File: src/rtl/dlx_store_pack_if.sv
// Store-side bus between the DLX pipeline, the store unit and data memory.
// The slave modport is the store unit's view; the master modport is the pipeline/memory view.
interface dlx_store_pack_if #(
   parameter int DATA_WIDTH = 32,
   parameter int ADDR_WIDTH = 32
);
   logic                  st_valid;
   logic                  st_ready;
   logic [ADDR_WIDTH-1:0] st_addr;
   logic [DATA_WIDTH-1:0] st_data;
   logic [1:0]            st_size;
   logic                  stall;
   logic                  mem_req;
   logic [ADDR_WIDTH-1:0] mem_addr;
   logic [DATA_WIDTH-1:0] mem_wdata;
   logic [3:0]            mem_be;
   logic                  mem_ack;
   logic                  st_err;
   logic [ADDR_WIDTH-1:0] st_err_addr;

   modport slave (
      input  st_valid, st_addr, st_data, st_size, mem_ack,
      output st_ready, stall, mem_req, mem_addr, mem_wdata, mem_be, st_err, st_err_addr
   );

   modport master (
      output st_valid, st_addr, st_data, st_size, mem_ack,
      input  st_ready, stall, mem_req, mem_addr, mem_wdata, mem_be, st_err, st_err_addr
   );
endinterface

File: src/rtl/dlx_store_pack.sv
// DLX memory-stage store unit: big-endian lane packing, byte enables and a
// req/ack write handshake; misaligned or illegal stores are rejected with st_err.
module dlx_store_pack #(
   parameter int DATA_WIDTH = 32,
   parameter int ADDR_WIDTH = 32
) (
   input logic             clk,
   input logic             rst_n,
   dlx_store_pack_if.slave bus
);
   typedef enum logic {IDLE, WRITE} state_t;

   state_t                state_q, state_d;
   logic                  mem_req_q, mem_req_d;
   logic [ADDR_WIDTH-1:0] mem_addr_q, mem_addr_d;
   logic [DATA_WIDTH-1:0] mem_wdata_q, mem_wdata_d;
   logic [3:0]            mem_be_q, mem_be_d;
   logic                  st_err_q, st_err_d;
   logic [ADDR_WIDTH-1:0] st_err_addr_q, st_err_addr_d;

   logic [1:0]            offset;
   logic [DATA_WIDTH-1:0] pack_wdata;
   logic [3:0]            pack_be;
   logic                  pack_legal;

   assign offset = bus.st_addr[1:0];

   // Lane 0 is the most significant byte, so byte enables walk down as the offset grows.
   always_comb begin
      pack_wdata = bus.st_data;
      pack_be    = 4'b0000;
      pack_legal = 1'b0;
      case (bus.st_size)
         2'b00: begin
            pack_wdata = {4{bus.st_data[7:0]}};
            pack_be    = 4'b1000 >> offset;
            pack_legal = 1'b1;
         end
         2'b01: begin
            pack_wdata = {2{bus.st_data[15:0]}};
            pack_be    = offset[1] ? 4'b0011 : 4'b1100;
            pack_legal = ~offset[0];
         end
         2'b10: begin
            pack_wdata = bus.st_data;
            pack_be    = 4'b1111;
            pack_legal = (offset == 2'b00);
         end
         default: begin
            pack_wdata = bus.st_data;
            pack_be    = 4'b0000;
            pack_legal = 1'b0;
         end
      endcase
   end

   always_comb begin
      state_d       = state_q;
      mem_req_d     = mem_req_q;
      mem_addr_d    = mem_addr_q;
      mem_wdata_d   = mem_wdata_q;
      mem_be_d      = mem_be_q;
      st_err_d      = 1'b0;
      st_err_addr_d = st_err_addr_q;
      case (state_q)
         IDLE: begin
            if (bus.st_valid) begin
               mem_addr_d  = {bus.st_addr[ADDR_WIDTH-1:2], 2'b00};
               mem_wdata_d = pack_wdata;
               if (pack_legal) begin
                  mem_be_d  = pack_be;
                  mem_req_d = 1'b1;
                  state_d   = WRITE;
               end else begin
                  mem_be_d      = 4'b0000;
                  st_err_d      = 1'b1;
                  st_err_addr_d = bus.st_addr;
               end
            end
         end
         WRITE: begin
            if (bus.mem_ack) begin
               mem_req_d = 1'b0;
               state_d   = IDLE;
            end
         end
         default: begin
            state_d   = IDLE;
            mem_req_d = 1'b0;
         end
      endcase
   end

   always_ff @(posedge clk or negedge rst_n) begin
      if (!rst_n) begin
         state_q       <= IDLE;
         mem_req_q     <= 1'b0;
         mem_addr_q    <= '0;
         mem_wdata_q   <= '0;
         mem_be_q      <= 4'b0000;
         st_err_q      <= 1'b0;
         st_err_addr_q <= '0;
      end else begin
         state_q       <= state_d;
         mem_req_q     <= mem_req_d;
         mem_addr_q    <= mem_addr_d;
         mem_wdata_q   <= mem_wdata_d;
         mem_be_q      <= mem_be_d;
         st_err_q      <= st_err_d;
         st_err_addr_q <= st_err_addr_d;
      end
   end

   assign bus.st_ready    = (state_q == IDLE);
   assign bus.stall       = bus.st_valid & (state_q != IDLE);
   assign bus.mem_req     = mem_req_q;
   assign bus.mem_addr    = mem_addr_q;
   assign bus.mem_wdata   = mem_wdata_q;
   assign bus.mem_be      = mem_be_q;
   assign bus.st_err      = st_err_q;
   assign bus.st_err_addr = st_err_addr_q;
endmodule
File: src/flat_wrapper.sv
// flat-port wrapper written by rule: the top's interface ports become plain ports
module dlx_store_pack_flat 
#(
   parameter int DATA_WIDTH = 32,
   parameter int ADDR_WIDTH = 32
)
  (clk, rst_n, bus_st_valid, bus_st_addr, bus_st_data, bus_st_size, bus_mem_ack, bus_st_ready, bus_stall, bus_mem_req, bus_mem_addr, bus_mem_wdata, bus_mem_be, bus_st_err, bus_st_err_addr);
  dlx_store_pack_if #(.DATA_WIDTH(DATA_WIDTH), .ADDR_WIDTH(ADDR_WIDTH)) bus_i ();
  input logic clk;
  input logic rst_n;
  input wire logic [$bits(bus_i.st_valid)-1:0] bus_st_valid;
  input wire logic [$bits(bus_i.st_addr)-1:0] bus_st_addr;
  input wire logic [$bits(bus_i.st_data)-1:0] bus_st_data;
  input wire logic [$bits(bus_i.st_size)-1:0] bus_st_size;
  input wire logic [$bits(bus_i.mem_ack)-1:0] bus_mem_ack;
  output wire logic [$bits(bus_i.st_ready)-1:0] bus_st_ready;
  output wire logic [$bits(bus_i.stall)-1:0] bus_stall;
  output wire logic [$bits(bus_i.mem_req)-1:0] bus_mem_req;
  output wire logic [$bits(bus_i.mem_addr)-1:0] bus_mem_addr;
  output wire logic [$bits(bus_i.mem_wdata)-1:0] bus_mem_wdata;
  output wire logic [$bits(bus_i.mem_be)-1:0] bus_mem_be;
  output wire logic [$bits(bus_i.st_err)-1:0] bus_st_err;
  output wire logic [$bits(bus_i.st_err_addr)-1:0] bus_st_err_addr;
  assign bus_i.st_valid = bus_st_valid;
  assign bus_i.st_addr = bus_st_addr;
  assign bus_i.st_data = bus_st_data;
  assign bus_i.st_size = bus_st_size;
  assign bus_i.mem_ack = bus_mem_ack;
  assign bus_st_ready = bus_i.st_ready;
  assign bus_stall = bus_i.stall;
  assign bus_mem_req = bus_i.mem_req;
  assign bus_mem_addr = bus_i.mem_addr;
  assign bus_mem_wdata = bus_i.mem_wdata;
  assign bus_mem_be = bus_i.mem_be;
  assign bus_st_err = bus_i.st_err;
  assign bus_st_err_addr = bus_i.st_err_addr;
  dlx_store_pack #(.DATA_WIDTH(DATA_WIDTH), .ADDR_WIDTH(ADDR_WIDTH)) u_core (.clk(clk), .rst_n(rst_n), .bus(bus_i));
endmodule
File: config.mk
export PLATFORM = sky130hd
export DESIGN_NAME = dlx_store_pack_flat
export DESIGN_NICKNAME = d
export VERILOG_FILES = /design/src/rtl/dlx_store_pack_if.sv /design/src/rtl/dlx_store_pack.sv /design/src/flat_wrapper.sv
export SDC_FILE = /design/constraint.sdc
export NUM_CORES = 1
export LEC_CHECK = 0
export BUFFER_PORTS_ARGS = -buffer_cell sky130_fd_sc_hd__buf_2
export CAP_MARGIN = 25
export CELL_PAD_IN_SITES_DETAIL_PLACEMENT = 1
export CELL_PAD_IN_SITES_GLOBAL_PLACEMENT = 1
export CORE_MARGIN = 5
export CORE_UTILIZATION = 33
export CTS_CLUSTER_DIAMETER = 40
export DETAILED_ROUTE_END_ITERATION = 8
export GPL_TIMING_DRIVEN = 0
export PLACE_DENSITY_LB_ADDON = 0.1
export SYNTH_ARGS = -nofsm -noshare
export SYNTH_HDL_FRONTEND = slang
export SYNTH_SLANG_ARGS = --single-unit
File: constraint.sdc
create_clock -name clk -period 1.9 [get_ports clk]
set_input_delay 0.285 -clock clk [delete_from_list [all_inputs] [get_ports clk]]
set_output_delay 0.285 -clock clk [all_outputs]
set_load 0.05 [all_outputs]
== After elaboration in Yosys (flattened, before gate mapping) ==
Cells that the tools add are included.

* Output and inout port bits: 104
* Input port bits: 70
* Memories: 0
* RAM bits: 0
* Register bits after elaboration: 101
* Latch bits: 0
* Memory bits (read-only): 0
* Logic and storage cells: 38

* Equality and inequality tests: 5
* $add $sub $neg: 0
* Multipliers: 0
* Bitwise operators: 4
* $lt $le $gt $ge: 0
* Shifts and indexed selects: 1
* Divide/modulo/power cells: 0
* Mux-type cells: 16
* Reductions and logical operators: 5

{| class="wikitable"
|+ Operator list
! cell !! number
|-
| $pmux 32 s2 || 1
|-
| $pmux 4 s3 || 1
|-
| $mux 1 || 9
|-
| $mux 4 || 2
|-
| $reduce_and 3->1 || 2
|-
| $logic_not 2->1 || 2
|-
| $ne 2x2->1 const B || 2
|-
| $pmux 1 s2 || 2
|-
| $shr 4x2->4 const A || 1
|-
| $not 1->1 || 3
|-
| $pmux 1 s3 || 1
|-
| $eq 2x1->1 const B || 1
|-
| $eq 2x2->1 const B || 1
|-
| $ne 2x1->1 const B || 1
|-
| $reduce_and 2->1 || 1
|-
| $and 1x1->1 || 1
|}

== Depth between registers and ports, before layout ==
Gate-level depths: netlist (run 1).

* Depth after elaboration: 5
* Mapped depth: 5
* Gate-level depth less buffers: 3

== Worst setup path after synthesis (run 1) ==
OpenSTA, ideal clock, no wires.

* Path kind: register to register
* Start point: register u_core.state_q
* End point: register u_core.st_err_addr_q[10] (netlist: u_core.bus.st_err_addr[10])
* Clock period less this slack: 1434 ps
* Cell stages (with the launch flop): 6
* Buffers on the path: 2
* Data required time: 1772 ps
* Data arrival time: 1307 ps
* Path slack: 466 ps
* Cells stage by stage: dfrtp_1 nand2b_1 buf_2 a21oi_4 buf_4 mux2_1

* Cells in the longest elaborated chain, start to end: 2

{| class="wikitable"
|+ Ends and longest elaborated chain
! item !! RTL line !! RTL
|-
| start: declaration || dlx_store_pack.sv:13 || <nowiki>state_t state_q, state_d;</nowiki>
|-
| start signal: assignment || dlx_store_pack.sv:104 || <nowiki>state_q <= state_d;</nowiki>
|-
| $not 1->1 (no line) || n/a ||
|-
| $reduce_and 3->1 (no line) || n/a ||
|-
| end signal: assignment || dlx_store_pack.sv:110 || <nowiki>st_err_addr_q <= st_err_addr_d;</nowiki>
|-
| end: declaration || dlx_store_pack.sv:19 || <nowiki>logic [ADDR_WIDTH-1:0] st_err_addr_q, st_err_addr_d;</nowiki>
|}

Every way passes these cells.
A chain may end at the register's enable or synchronous reset.

== Worst setup path after layout (run 1) ==
* Start point: register u_core.state_q
* End point: register u_core.st_err_addr_q[19] (netlist: u_core.bus.st_err_addr[19])

The elaborated chain is that of the path after synthesis.

==> flow_summary_export.csv, run 1 <==
group,metric,value,unit
timing,fin_crit_sh,0.8570,
finish,final_nets,646,
routing,wire_per_inst,16.82,um
synthesis,yosysSeqAreaShare,0.5976,
clocking,insertion_delay,0.34,ns
synthesis,ys_types,30,
synthesis,synth_area,0.004229,mm2
setup_path,crit_chain,"nand2b_1, buf_2, a21oi_4, buf_4, mux2_1",
clocking,post_cts_resized,0,
timing,setup_viol,0,
setup_path,crit_type,"register to register",
timing,drv_slew,0,
die,die-area,0.01518,mm2
timing,period_minus_slack,1.628,ns
routing,finalWirelength,12610,um
clocking,cts_setup_buffers,0,
routing,drt_iter0_markers,153,
synthesis,synth-seq-cells,101,
finish,n_antenna_cell,0,
die,rows,41,
global_route,grtUsageTotal,0.1700,
timing,worst_pin_slew,0.6417,ns
clocking,cts.sinks,101,
run_status,status,"complete, no violations",
global_route,grt_max_degree,57,
setup_path,cp_max_fo,10,
run,cap_violations,0,
setup_path,critPathSlowestCell,"dfrtp_1",
routing,via_per_inst,4.609,
clocking,cts_root_buf,"clkbuf_16",
power_and_ir_drop,max-vdd-ir-drop,629.9,uV
synthesis,synth_top_area_cell,"dfrtp_1",
clocking,cts.clk_slew.worst_paths,0.07,ns
die,die_y,123.2,um
routing,routed-via-count,3457,
global_route,grt_overflow,0,
timing,finalWorstSetupSlack,0.2717,ns
clocking,numCtsBuffers,9,
routing,dr.pass1.iters,4,
timing,setup_tns,0,ns
timing,rsz0062_at_grt,"false",
global_route,grt_pass1_vias,3724,
timing,relSlewSlack,0.5722,
timing,fmax,614.1,MHz
setup_path,arrival,1.85,ns
routing,ant_nets,0,
setup_path,critPathLaunchType,"register",
synthesis,synth.avg_cell_area,10.76,um2
timing,skew,0.005624,ns
synthesis,yosysTopAreaCellShare,0.5976,
clocking,htreeDepth,3,
place,hpwlAfterDp,9689,um
die,initial_core_util,0.3365,
power_and_ir_drop,powerDensity,1289,mW/mm2
die,core_region_area,0.01257,mm2
routing,drc,0,
synthesis,ys_top_cells_by_area,"dfrtp_1, nand2_1, mux2_1, mux2i_1, o21ai_0",
global_route,grt_pass1_wl,19700,um
setup_path,required,2.12,ns
synthesis,synthCells,393,
clocking,cts_hold_buf,1,
place,port_buffers,169,
clocking,clock_path_buffers,2,
die,num_io_pins,174,
die,die_w,123.2,um
place,place_congestion,0.7785,
place,place_ws,0.2445,ns
global_route,antenna_found_initial,1,
finish,syn2layout_area_growth,32.16,%
synthesis,ys_warn_count,0,
hold_path,hold_class,"input port to register",
setup_path,critPathMaxStageDelay,0.40,ns
setup_path,end_kind,"register",
finish,drive_above_1_share,0.3668,
clocking,tritoncts,"done",
power_and_ir_drop,leakagePower,2.934,nW
timing,final_hold_viol_count,0,
-- worst paths after layout --
| check | startpoint | depth (start not counted) | endpoint | slack [ns] |
|---|---|---|---|---|
| max | u_core.state_q$_DFF_PN0_ | 5 | u_core.bus.st_err_addr[19]$_DFFE_PN0P_ | 0.27 |
| max in group asynchronous | rst_n | 3 | u_core.bus.st_err_addr[11]$_DFFE_PN0P_ | 0.68 |
| min | bus_st_addr[3] | 3 | u_core.bus.mem_addr[3]$_DFFE_PN0P_ | 0.15 |
| max reg2reg | u_core.state_q$_DFF_PN0_ | 5 | u_core.bus.st_err_addr[19]$_DFFE_PN0P_ | 0.27 |
| min reg2reg | u_core.bus.mem_addr[17]$_DFFE_PN0P_ | 2 | u_core.bus.mem_addr[17]$_DFFE_PN0P_ | 0.47 |
| min in group asynchronous | rst_n | 2 | u_core.bus.mem_wdata[13]$_DFFE_PN0P_ | 0.51 |
-- per-layer routing --
metal,vias to the layer above,share of wire,track usage
li1,1654,-,-
met1,1680,0.43,0.2154
met2,104,0.48,0.2773
met3,17,0.071,0.04895
met4,2,0.018,0.06159
met5,-,0.0010,0
-- placed cells by master, fill, tap and decap left out, types with 3 or more instances in the layout --
cell and n:
buf_2 178, nand2_1 142, dfrtp_1 101, o21ai_0 31, mux2_1 30, mux2i_1 24
clkbuf_16 9, buf_4 8, clkbuf_1 8, mux2_2 8, a21oi_1 3, nor2_1 3
o31ai_1 3
-- critical path: cells and delay by family (launching register included) --
family / cells / cell delay (ns)
compound gates: 1 / 0.19
buf+inv: 2 / 0.42
mux: 1 / 0.35
simple gates: 1 / 0.14
flops: 1 / 0.40
-- layout make-up --
| type | count | area [um2] |
|---|---|---|
| fillers | 1480 | 6979 |
| inverters | 2 | 7.507 |
| flip-flops and latches | 101 | 2527 |
| multi-input cells | 264 | 1556 |
| clock buffers | 11 | 242.7 |
| well taps | 172 | 215.2 |
| repair buffers | 171 | 885.9 |
| clock inverters | 2 | 12.51 |
| plain buffers | 27 | 141.4 |
-- report_power, final --
part	leakage [nW]	internal [mW]	switching, mW	total (mW)
Combinational	1.59	0.625	2.15	2.78
Sequential	1.22	2.56	0.204	2.77
Clock	0.123	0.901	0.756	1.66
Total	2.93	4.09	3.11	7.21
-- flip-flops by register name, summed over array words and instances, names as in the netlist --
signal                  flops
u_core.bus.mem_addr        30
u_core.bus.st_err_addr     32
u_core.state_q              1
u_core.bus.mem_wdata       32
u_core.bus.st_err           1
u_core.bus.mem_req          1
u_core.bus.mem_be           4
-- cells in the mapped netlist (all sizes together) --
master / instances
buf: 19
clkbuf: 8
nand2b: 1
o22ai: 1
o31ai: 3
conb: 1
a21oi: 4
a31oi: 1
a21o: 2
nand2: 142
a2111oi: 1
mux2: 38
dfrtp: 101
nor2: 4
xor2: 1
or3b: 1
nor2b: 2
o21ai: 34
and2: 1
nand3b: 2
inv: 2
mux2i: 24
-- metrics by stage --
step / power, mW / area [um2] / instances / hold WS, ns / util
floorplan: 4.807 / 4233 / 394 / -0.01059 / -
global placement: 5.560 / 5294 / 735 / 0.4529 / 0.4212
detailed placement: 5.627 / 5324 / 736 / 0.3417 / 0.4236
CTS: 7.309 / 5589 / 750 / 0.1392 / 0.4447
global route: 7.572 / 5589 / 750 / 0.1465 / 0.4447
finish: 7.205 / 5589 / 750 / 0.1513 / 0.4447
-- kinds of logic (layout without fill, tap and decap cells) --
kind of cell | after synthesis | after routing | share of synthesized area
compound gates | 46 | 46 | 0.06331
xor+xnor | 1 | 1 | 0.002071
buf+inv | 29 | 213 | 0.03521
flops | 101 | 101 | 0.5976
mux | 62 | 62 | 0.1580
other cells | 1 | 2 | 0.0008867
simple gates | 153 | 153 | 0.1429
Power figures use the tool's default switching activity.
==> run 2, diff against run 1 <==
clock period = 1.55 ns   (was 1.9 ns; I/O delays follow)
==> run 2 against run 1 <==
Clock skew decreased by 0.00066 ns. Non-clock buffer count increased by 7. Core utilization increased by 1.7 points. Final cell count increased by 0.93%.
==> flow_summary_export.csv, run 2 (synthesis results as in run 1) <==
group,metric,value,unit
finish,n_antenna_cell,0,
die,rows,41,
die,die_w,123.2,um
global_route,grt_pass1_wl,20020,um
timing,worst_pin_slew,0.6410,ns
hold_path,hold_class,"input port to register",
die,die-area,0.01518,mm2
setup_path,crit_type,"register to register",
die,die_y,123.2,um
setup_path,cp_max_fo,7,
finish,final_nets,653,
place,place_congestion,0.7785,
global_route,grtUsageTotal,0.1734,
timing,final_hold_viol_count,0,
setup_path,arrival,1.69,ns
power_and_ir_drop,powerDensity,1556,mW/mm2
timing,period_minus_slack,1.466,ns
finish,mostFrequentLayoutCells,"buf_2, nand2_1, dfrtp_1",
clocking,tritoncts,"done",
place,hpwlAfterDp,9689,um
power_and_ir_drop,max-vdd-ir-drop,773.7,uV
clocking,cts.sinks,101,
clocking,clock_path_buffers,2,
routing,dr.pass1.iters,4,
routing,wire_per_inst,17.17,um
clocking,cts.clk_slew.worst_paths,0.07,ns
setup_path,critPathLaunchType,"register",
run,cap_violations,0,
timing,drv_slew,0,
hold_path,hold_end,"u_core.bus.mem_addr[3]$_DFFE_PN0P_",
routing,ant_nets,0,
power_and_ir_drop,p_total,9.039,mW
timing,relSlewSlack,0.5727,
setup_path,reg2reg_slack,0.08,ns
finish,final_common_cell,"buf_2",
routing,via_per_inst,4.617,
place,port_buffers,169,
finish,syn2layout_area_growth,37.34,%
timing,setup_viol,0,
routing,finalWirelength,12990,um
global_route,grt_pass1_vias,3758,
setup_path,worstRegToRegCells,5,
routing,drt_iter0_markers,156,
timing,fmax,682.3,MHz
power_and_ir_drop,leakagePower,3.074,nW
setup_path,required,1.77,ns
clocking,insertion_delay,0.34,ns
run_status,status,"complete, no violations",
routing,routed-via-count,3495,
die,core_region_area,0.01257,mm2
finish,fillers,1463,
routing,drc,0,
die,num_io_pins,174,
clocking,cts_root_buf,"clkbuf_16",
global_route,grt_overflow,0,
hold_path,min_from,"bus_st_addr[3]",
timing,rsz0062_at_grt,"true",
setup_path,end_kind,"register",
hold_path,min_path_cells,3,
timing,skew,0.004963,ns
clocking,numCtsBuffers,9,
clocking,htreeDepth,3,
global_route,antenna_found_initial,1,
timing,fin_crit_sh,0.9456,
global_route,grt_max_degree,57,
place,place_ws,-0.1055,ns
setup_path,r2r_end,"u_core.bus.st_err_addr[19]$_DFFE_PN0P_",
timing,finalWorstSetupSlack,0.08430,ns
die,initial_core_util,0.3365,
setup_path,worstReg2RegStart,"u_core.state_q$_DFF_PN0_",
finish,drive_above_1_share,0.4171,
-- run 2: changes by cell type in the layout (fill, tap and decap cells not counted), sizes merged --
| cell | change |
|---|---|
| buf | +2 |
| clkbuf | +5 |
-- run 2: worst max path at each step --
stage / startpoint / to / slack (ns) / cells after the start
after floorplan: u_core.state_q$_DFF_PN0_ / u_core.bus.st_err_addr[10]$_DFFE_PN0P_ / 0.12 / 5
after global placement: rst_n / u_core.bus.st_err_addr[3]$_DFFE_PN0P_ / -0.94 / 1
after detailed placement: u_core.state_q$_DFF_PN0_ / u_core.bus.st_err_addr[19]$_DFFE_PN0P_ / -0.11 / 5
after CTS: u_core.state_q$_DFF_PN0_ / u_core.bus.st_err_addr[20]$_DFFE_PN0P_ / 0.0009 / 6
after global routing: u_core.state_q$_DFF_PN0_ / u_core.bus.st_err_addr[18]$_DFFE_PN0P_ / 0.0003 / 5
final: u_core.state_q$_DFF_PN0_ / u_core.bus.st_err_addr[19]$_DFFE_PN0P_ / 0.08 / 5
-- run 2: area by class of cell --
cell class | instances | area, um2 | share of cell area
Clock buffer | 11 | 242.7 | 0.04179
Sequential cell | 101 | 2527 | 0.4352
Timing Repair Buffer | 179 | 993.5 | 0.1710
Inverter | 2 | 7.507 | 0.001293
Multi-Input combinational cell | 264 | 1634 | 0.2813
Buffer | 26 | 175.2 | 0.03016
Clock inverter | 2 | 12.51 | 0.002154
Tap cell | 172 | 215.2 | 0.03705
-- run 2: per-stage QoR --
step / hold slack (ns) / instance area (um2) / TNS [ns] / instances / util
final: 0.09870 / 5808 / 0 / 757 / 0.4621
after global routing: 0.09396 / 5808 / 0 / 757 / 0.4621
after CTS: 0.08674 / 5713 / 0 / 757 / 0.4546
after detailed placement: 0.2892 / 5324 / -2.252 / 736 / 0.4236
after global placement: 0.4333 / 5294 / -96.98 / 735 / 0.4212
after floorplan: -0.06309 / 4233 / 0 / 394 / -
-- run 2: metal layers --
layer | part of all wire | global-route usage
met5 | 0.0010 | 0
met4 | 0.016 | 0.06228
met3 | 0.069 | 0.04895
met2 | 0.48 | 0.2827
met1 | 0.43 | 0.2207
-- run 2: where the power goes --
group / switching, mW / internal [mW] / total, mW
logic: 2.67 / 0.923 / 3.60
registers: 0.263 / 3.14 / 3.41
clock network: 0.930 / 1.10 / 2.03
total: 3.87 / 5.17 / 9.04
-- run 2: timing repair --
item	CTS	global route
cloned	2	1
hold endpoints to repair	45	0
setup endpoints to repair	56	77
pin swaps	0	0
resized for setup	17	30
hold buffers	1	0
setup buffers	5	0
-- run 2: worst max-delay path, cell delays in order, from the launching register on --
cell,delay (ns)
dfrtp_1,0.41
nand2b_4,0.19
a21oi_4,0.14
buf_12,0.16
clkbuf_16,0.16
mux2_4,0.30
